[src/rtl/serial_subtractor.sv]
`default_nettype none
// ============================================================================
//  Module      : serial_subtractor
//  Description : Bit-serial full subtractor, diff = a - b - bin over WIDTH
//                bits, one bit per clock LSB first, with start/busy/done
//                handshake and borrow-out, signed-overflow and zero flags.
//  Revision    : 1.0 - initial release
// ============================================================================
module serial_subtractor #(
    parameter int WIDTH = 8
) (
    input  logic             clk,
    input  logic             rst_n,
    input  logic             start,
    input  logic [WIDTH-1:0] a,
    input  logic [WIDTH-1:0] b,
    input  logic             bin,
    output logic             busy,
    output logic             done,
    output logic [WIDTH-1:0] diff,
    output logic             bout,
    output logic             ovf,
    output logic             zero
);

    localparam int CNT_W = $clog2(WIDTH);
    localparam logic [CNT_W-1:0] C_LAST_BIT = CNT_W'(WIDTH - 1);

    typedef enum logic [1:0] {
        S_IDLE = 2'd0,
        S_RUN  = 2'd1,
        S_DONE = 2'd2
    } state_t;

    state_t             r_state;
    state_t             w_state_nxt;

    logic [WIDTH-1:0]   r_a_sh;
    logic [WIDTH-1:0]   r_b_sh;
    logic [WIDTH-1:0]   r_res_sh;
    logic               r_br;
    logic [CNT_W-1:0]   r_cnt;

    logic               w_accept;
    logic               w_last;
    logic               w_a0;
    logic               w_b0;
    logic               w_d;
    logic               w_br_nxt;
    logic [WIDTH-1:0]   w_res_nxt;

    // Per-bit full-subtractor cell and the partial result after this bit
    assign w_a0      = r_a_sh[0];
    assign w_b0      = r_b_sh[0];
    assign w_d       = w_a0 ^ w_b0 ^ r_br;
    assign w_br_nxt  = (~w_a0 & w_b0) | (~(w_a0 ^ w_b0) & r_br);
    assign w_res_nxt = {w_d, r_res_sh[WIDTH-1:1]};
    assign w_last    = (r_cnt == C_LAST_BIT);

    // start is only honoured when no operation is in flight
    assign w_accept  = start && ((r_state == S_IDLE) || (r_state == S_DONE));

    // Status outputs decode the state register only, so they stay glitch-free
    assign busy = (r_state == S_RUN);
    assign done = (r_state == S_DONE);

    // State register
    always_ff @(posedge clk or negedge rst_n) begin
        if (!rst_n) begin
            r_state <= S_IDLE;
        end else begin
            r_state <= w_state_nxt;
        end
    end

    // Next-state logic: DONE lasts one cycle and may chain straight into RUN
    always_comb begin
        w_state_nxt = r_state;
        case (r_state)
            S_IDLE:  if (start) w_state_nxt = S_RUN;
            S_RUN:   if (w_last) w_state_nxt = S_DONE;
            S_DONE:  w_state_nxt = start ? S_RUN : S_IDLE;
            default: w_state_nxt = S_IDLE;
        endcase
    end

    // Operand capture, serial datapath, and result load on the completion edge
    always_ff @(posedge clk or negedge rst_n) begin
        if (!rst_n) begin
            r_a_sh   <= '0;
            r_b_sh   <= '0;
            r_res_sh <= '0;
            r_br     <= 1'b0;
            r_cnt    <= '0;
            diff     <= '0;
            bout     <= 1'b0;
            ovf      <= 1'b0;
            zero     <= 1'b0;
        end else if (w_accept) begin
            r_a_sh <= a;
            r_b_sh <= b;
            r_br   <= bin;
            r_cnt  <= '0;
        end else if (r_state == S_RUN) begin
            r_a_sh   <= {1'b0, r_a_sh[WIDTH-1:1]};
            r_b_sh   <= {1'b0, r_b_sh[WIDTH-1:1]};
            r_res_sh <= w_res_nxt;
            r_br     <= w_br_nxt;
            if (w_last) begin
                r_cnt <= '0;
                diff  <= w_res_nxt;
                bout  <= w_br_nxt;
                // r_br still holds the borrow into the MSB on this edge
                ovf   <= r_br ^ w_br_nxt;
                zero  <= (w_res_nxt == '0);
            end else begin
                r_cnt <= r_cnt + CNT_W'(1);
            end
        end
    end

endmodule
`default_nettype wire

[config.mk]
export PLATFORM = sky130hd
export DESIGN_NAME = serial_subtractor
export DESIGN_NICKNAME = d
export VERILOG_FILES = /design/src/rtl/serial_subtractor.sv
export SDC_FILE = /design/constraint.sdc
export NUM_CORES = 1
export LEC_CHECK = 0
export BUFFER_PORTS_ARGS = -buffer_cell sky130_fd_sc_hd__buf_2
export CAP_MARGIN = 0
export CORE_MARGIN = 2
export CORE_UTILIZATION = 55
export CTS_BUF_LIST = sky130_fd_sc_hd__clkbuf_4
export CTS_CLUSTER_SIZE = 16
export DETAILED_ROUTE_END_ITERATION = 8
export PLACE_DENSITY = 0.85
export SKIP_CTS_REPAIR_TIMING = 1
export SYNTH_ARGS = -nofsm -noshare
export SYNTH_HDL_FRONTEND = slang
export SYNTH_SLANG_ARGS = --single-unit
[constraint.sdc]
create_clock -name clk -period 1.7 [get_ports clk]
set_input_delay 0.085 -clock clk [delete_from_list [all_inputs] [get_ports clk]]
set_output_delay 0.085 -clock clk [all_outputs]
set_load 0.005 [all_outputs]
# Word level (Yosys, flattened, before mapping)

Cells that the tools add are included.

Register bits: 41
Output and inout port bits: 13
Word-level logic and storage cells: 46
Input bits: 20

$add $sub $neg: 1
Bitwise logic cells: 9
Multiplexer cells: 13
Reductions and logical operators: 8
Eq/ne operators: 5

Operators by type and width:

| operator              | count |
|---|---|
| $mux W8               | 4 |
| $mux W3               | 3 |
| $logic_not A8 Y1      | 1 |
| $pmux W2 S3           | 1 |
| $mux W2               | 2 |
| $reduce_and A2 Y1     | 2 |
| $add A3 B1 Y3 const B | 1 |
| $eq A3 B3 Y1 const B  | 1 |
| $mux W1               | 3 |
| $not A1 Y1            | 3 |
| $reduce_and A3 Y1     | 1 |
| $xor A1 B1 Y1         | 3 |
| $and A1 B1 Y1         | 2 |
| $eq A2 B1 Y1 const B  | 1 |
| $eq A2 B2 Y1 const B  | 1 |
| $logic_not A2 Y1      | 1 |
| $ne A2 B1 Y1 const B  | 1 |
| $ne A2 B2 Y1 const B  | 1 |
| $reduce_bool A2 Y1    | 1 |
| $logic_and A1 B1 Y1   | 1 |
| $logic_or A1 B1 Y1    | 1 |
| $or A1 B1 Y1          | 1 |

# Longest topological paths before layout

Word-level depth: 6
Mapped depth: 6
Gate-level depth less buffers: 5

# Worst setup path before layout

Ideal clock, no wire load.

Kind: register to register
From: register r_cnt[0]
To: register diff[0]
Arrival time: 1,382 ps
Data required time: 1,575 ps
Path buffers: 1
Clock period less this slack: 1,507 ps
Library setup time: 125 ps
Cell stages (with the launch flop): 6
Setup slack: 193 ps
Cells stage by stage: dfrtp_1 > ha_1 > ha_1 > nand3b_2 > buf_6 > mux2_2

Cells in the longest elaborated chain, start to end: 2

Ends and longest elaborated chain:

| what                               | line | RTL |
|---|---|---|
| from (decl)                        | 42   | `logic [CNT_W-1:0] r_cnt;` |
| from (signal assigned)             | 117  | `r_cnt <= r_cnt + CNT_W'(1);` |
| $eq A3 B3 Y1                       | 58   | `assign w_last = (r_cnt == C_LAST_BIT);` |
| $reduce_and A3 Y1 (no source line) | n/a  |  |
| to (signal assigned)               | 111  | `diff <= w_res_nxt;` |
| to (decl)                          | 20   | `output logic [WIDTH-1:0] diff,` |

No other way between the ends.
A chain may end at the register's enable or synchronous reset.

# Final worst setup path

From: register r_cnt[0]
To: register diff[5]

Same word-level chain as after synthesis.

==> summary.txt <==
Outcome
  • Status: finished, violations left
  • Failing checks: negative hold slack

Synthesis
  • Post-synthesis compound-gate area fraction: 9.28%
  • Synth cell types: 27
  • Register area share after synthesis: 58.4%
  • Post-synth EDFFs: 0
  • Area leader, netlist: dfrtp_1
  • Synthesized flop and latch total: 40
  • Synth cell count leaders: 53 x nand2_1, 40 x dfrtp_1, 12 x nor2_1
  • Synth top area share: 58.4%
  • Synth Area in XOR/XNOR: 0.511%
  • Adder-cell share of the synthesized area: 2.63%
  • Largest family of logic cells by synthesized area: simple AND/OR/NAND/NOR gates
  • Syn Area/Cell: 10.3 µm²
  • Yosys warnings: 0
  • Post-synthesis mux area share: 5.26%
  • Fraction of registers with async set or reset after synthesis: 100%
  • Main synth FF type: dfrtp_1
  • Most numerous cell in the Yosys netlist: nand2_1
  • Post-Syn Area: 1710 µm²
  • Synth Area in Simple Gates: 18.6%
  • Top cells by area in the synthesized netlist: dfrtp_1 58%, nand2_1 12%, mux2_2 5.3%, a31oi_1 4.0%, nor2_1 2.6%
  • Post-Synthesis Net Count: 190
  • Syn Inst Count: 167

Place
  • GP Congestion: 0.824
  • Worst slack at placement: 89.1 ps
  • Port buffer count: 32
  • Post-DP HPWL: 2.18 mm
  • Placed cell count: 226

Setup path
  • Crit Path Class: reg -> reg
  • CP Capture Type: flop
  • Crit-path cells: ha_1, ha_1, nand3b_4, mux2_2
  • CP max-delay cell: dfrtp_1
  • CP max stage delay: 420 ps
  • WP data arrival: 1760 ps
  • Most common cell type on the critical path: ha_1
  • WP data required: 1940 ps
  • Startpoint type of the worst setup path: flop
  • Crit Path Max Fanout: 15

Layout
  • Final cell count without fillers: 245
  • Layout cells sized above 1: 25.9%
  • Layout area overhead: 21.0%
  • Antenna cells: 0
  • # fillers: 241
  • Nets: 234

Global route
  • Largest net degree at the start of global routing: 41
  • Initial antenna violation count: 0
  • Vias in the first global route: 1,238
  • Tot GR Track Use: 20.8%
  • Grt ovf: 0
  • First-pass GRT wire length: 5.38 mm

Floorplan
  • Die area: 3580 µm²
  • Core area: 3000 µm²
  • Die Span Y: 59.8 µm
  • I/O pin count: 33
  • Row cnt: 20
  • Die Span X: 59.8 µm
  • Initial core utilization: 57.0%

STA
  • Final setup fails: 0
  • Fin. max-slew vios: 0
  • Post-layout min period: 1520 ps
  • Fmax: 657 MHz
  • Hold WS: -9.21 ps
  • Unrepaired setup endpoints after global routing: false
  • Tcrit/Tclk final: 89.5%
  • Slew HR: 43.9%
  • Hold Vio Cnt, Final: 2
  • Layout Skew: 7.07 ps
  • TNS Setup: 0 ps
  • Slew at the pin closest to its max-slew limit: 841 ps
  • Final setup margin: 179 ps

Detailed routing
  • Vias/cell: 5.47
  • Initial DRC Count: 35
  • First-pass iteration count of the detailed router: 4
  • Remaining DRCs: 0
  • Remaining antenna violation count: 0
  • WL/cell: 13.2 µm
  • Via count: 1,340
  • Wirelength, routed: 3.24 mm

Power and ir drop
  • Leak: 1.04 nW
  • Total power: 3.77 mW
  • Power Dens Cells: 1820 nW/µm²
  • Worst vdd ir: 924 µV

Clock tree
  • CTS sink count: 40
  • Clock Path Buffers: 2
  • Clock transition at path regs: 120 ps
  • Clk root buf: clkbuf_4
  • Clk Latency, worst-skew pair: 350 ps
  • CTS tree: built
  • Total CTS buffers: 5
  • Clock H-tree levels: 2

Hold path
  • Worst min path class: in -> reg

Flow run
  • Max-cap viol count: 0
[layout make-up]
type | count | area (µm²) | area share, %
clock buffer | 5 | 37.5 | 1.81
clock inverter | 3 | 42.5 | 2.05
inverter | 4 | 20.0 | 0.966
multi-input combinational | 113 | 631 | 30.4
sequential | 40 | 1000 | 48.3
tap | 33 | 41.3 | 1.99
timing repair buffer | 47 | 300 | 14.5
[worst paths after layout]
kind	start	end	slack (ps)	cells past startpoint
max in group asynchronous	rst_n	r_b_sh[0]	810	2
min in group asynchronous	rst_n	diff[4]	360	2
hold / removal	a[7]	r_a_sh[7]	-9	3
hold reg to reg	diff[7]	diff[7]	510	1
setup / recovery	r_cnt[0]	diff[5]	180	4
setup reg to reg	r_cnt[0]	diff[5]	180	4
[worst max-delay path: cells and delay by family (launching register included)]
kind,cells,cell delay [ps]
adder cells (fa/ha/maj),2,450
flip-flops,1,420
multiplexers,1,360
AND/OR/NAND/NOR,1,190
[layer usage]
metal  global-route usage, %  part of all wire, %  wire length [µm]  vias to the layer above
met5                       0                    0                 0                        -
met4                    11.7                  1.4                46                        0
met3                    4.76                  4.9               159                        6
met2                    33.5                   49              1600                       40
met1                    25.8                   44              1430                      647
li1                        -                    -                 -                      647
[per-stage QoR]
step / utilization (%) / hold slack, ps / cell area [µm²]
2_1_floorplan: - / -211 / 1710
3_3_place_gp: 62.4 / 220 / 1870
3_5_place_dp: 62.4 / 240 / 1870
4_1_cts: 65.1 / -162 / 1950
5_1_grt: 69.0 / -1.63 / 2070
6_report: 69.0 / -9.21 / 2070
[logic make-up after synthesis]
| family | count (synthesis) |
|---|---|
| xor+xnor | 1 |
| fa+ha+maj | 3 |
| buf+inv | 14 |
| mux | 8 |
| compound gates | 24 |
| flops | 40 |
| simple gates | 77 |
[power by group]
group	leakage (nW)	internal, mW	total, mW	switching, mW
Clock	0.0412	0.307	0.614	0.308
Sequential	0.494	1.40	1.69	0.286
Combinational	0.507	0.682	1.47	0.787
[state kept, by name, indices dropped and copies added (netlist names)]
signal / count
r_a_sh: 8
bout: 1
r_br: 1
r_state: 2
ovf: 1
r_res_sh: 7
r_cnt: 3
diff: 8
r_b_sh: 8
zero: 1
[layout by cell type (no fill, tap or decap), drive strengths merged]
cell / synthesis / routed
inv: 4 / 4
xor2: 1 / 1
nand2: 53 / 53
a221o: 2 / 2
a21o: 1 / 1
dlygate4sd3: 0 / 11
clkinvlp: 0 / 1
a21oi: 2 / 2
a22o: 2 / 2
o21ai: 4 / 4
buf: 9 / 36
clkbuf: 1 / 5
a31oi: 11 / 11
dfrtp: 40 / 40
nor4: 2 / 2
nand3b: 1 / 1
clkinv: 0 / 1
nor3: 2 / 2
nor2b: 2 / 2
bufinv: 0 / 1
fa: 1 / 1
nand3: 2 / 2
nand2b: 2 / 2
mux2: 8 / 8
nor2: 13 / 13
ha: 2 / 2
a22oi: 2 / 2
(Power assumes the default switching activity.)
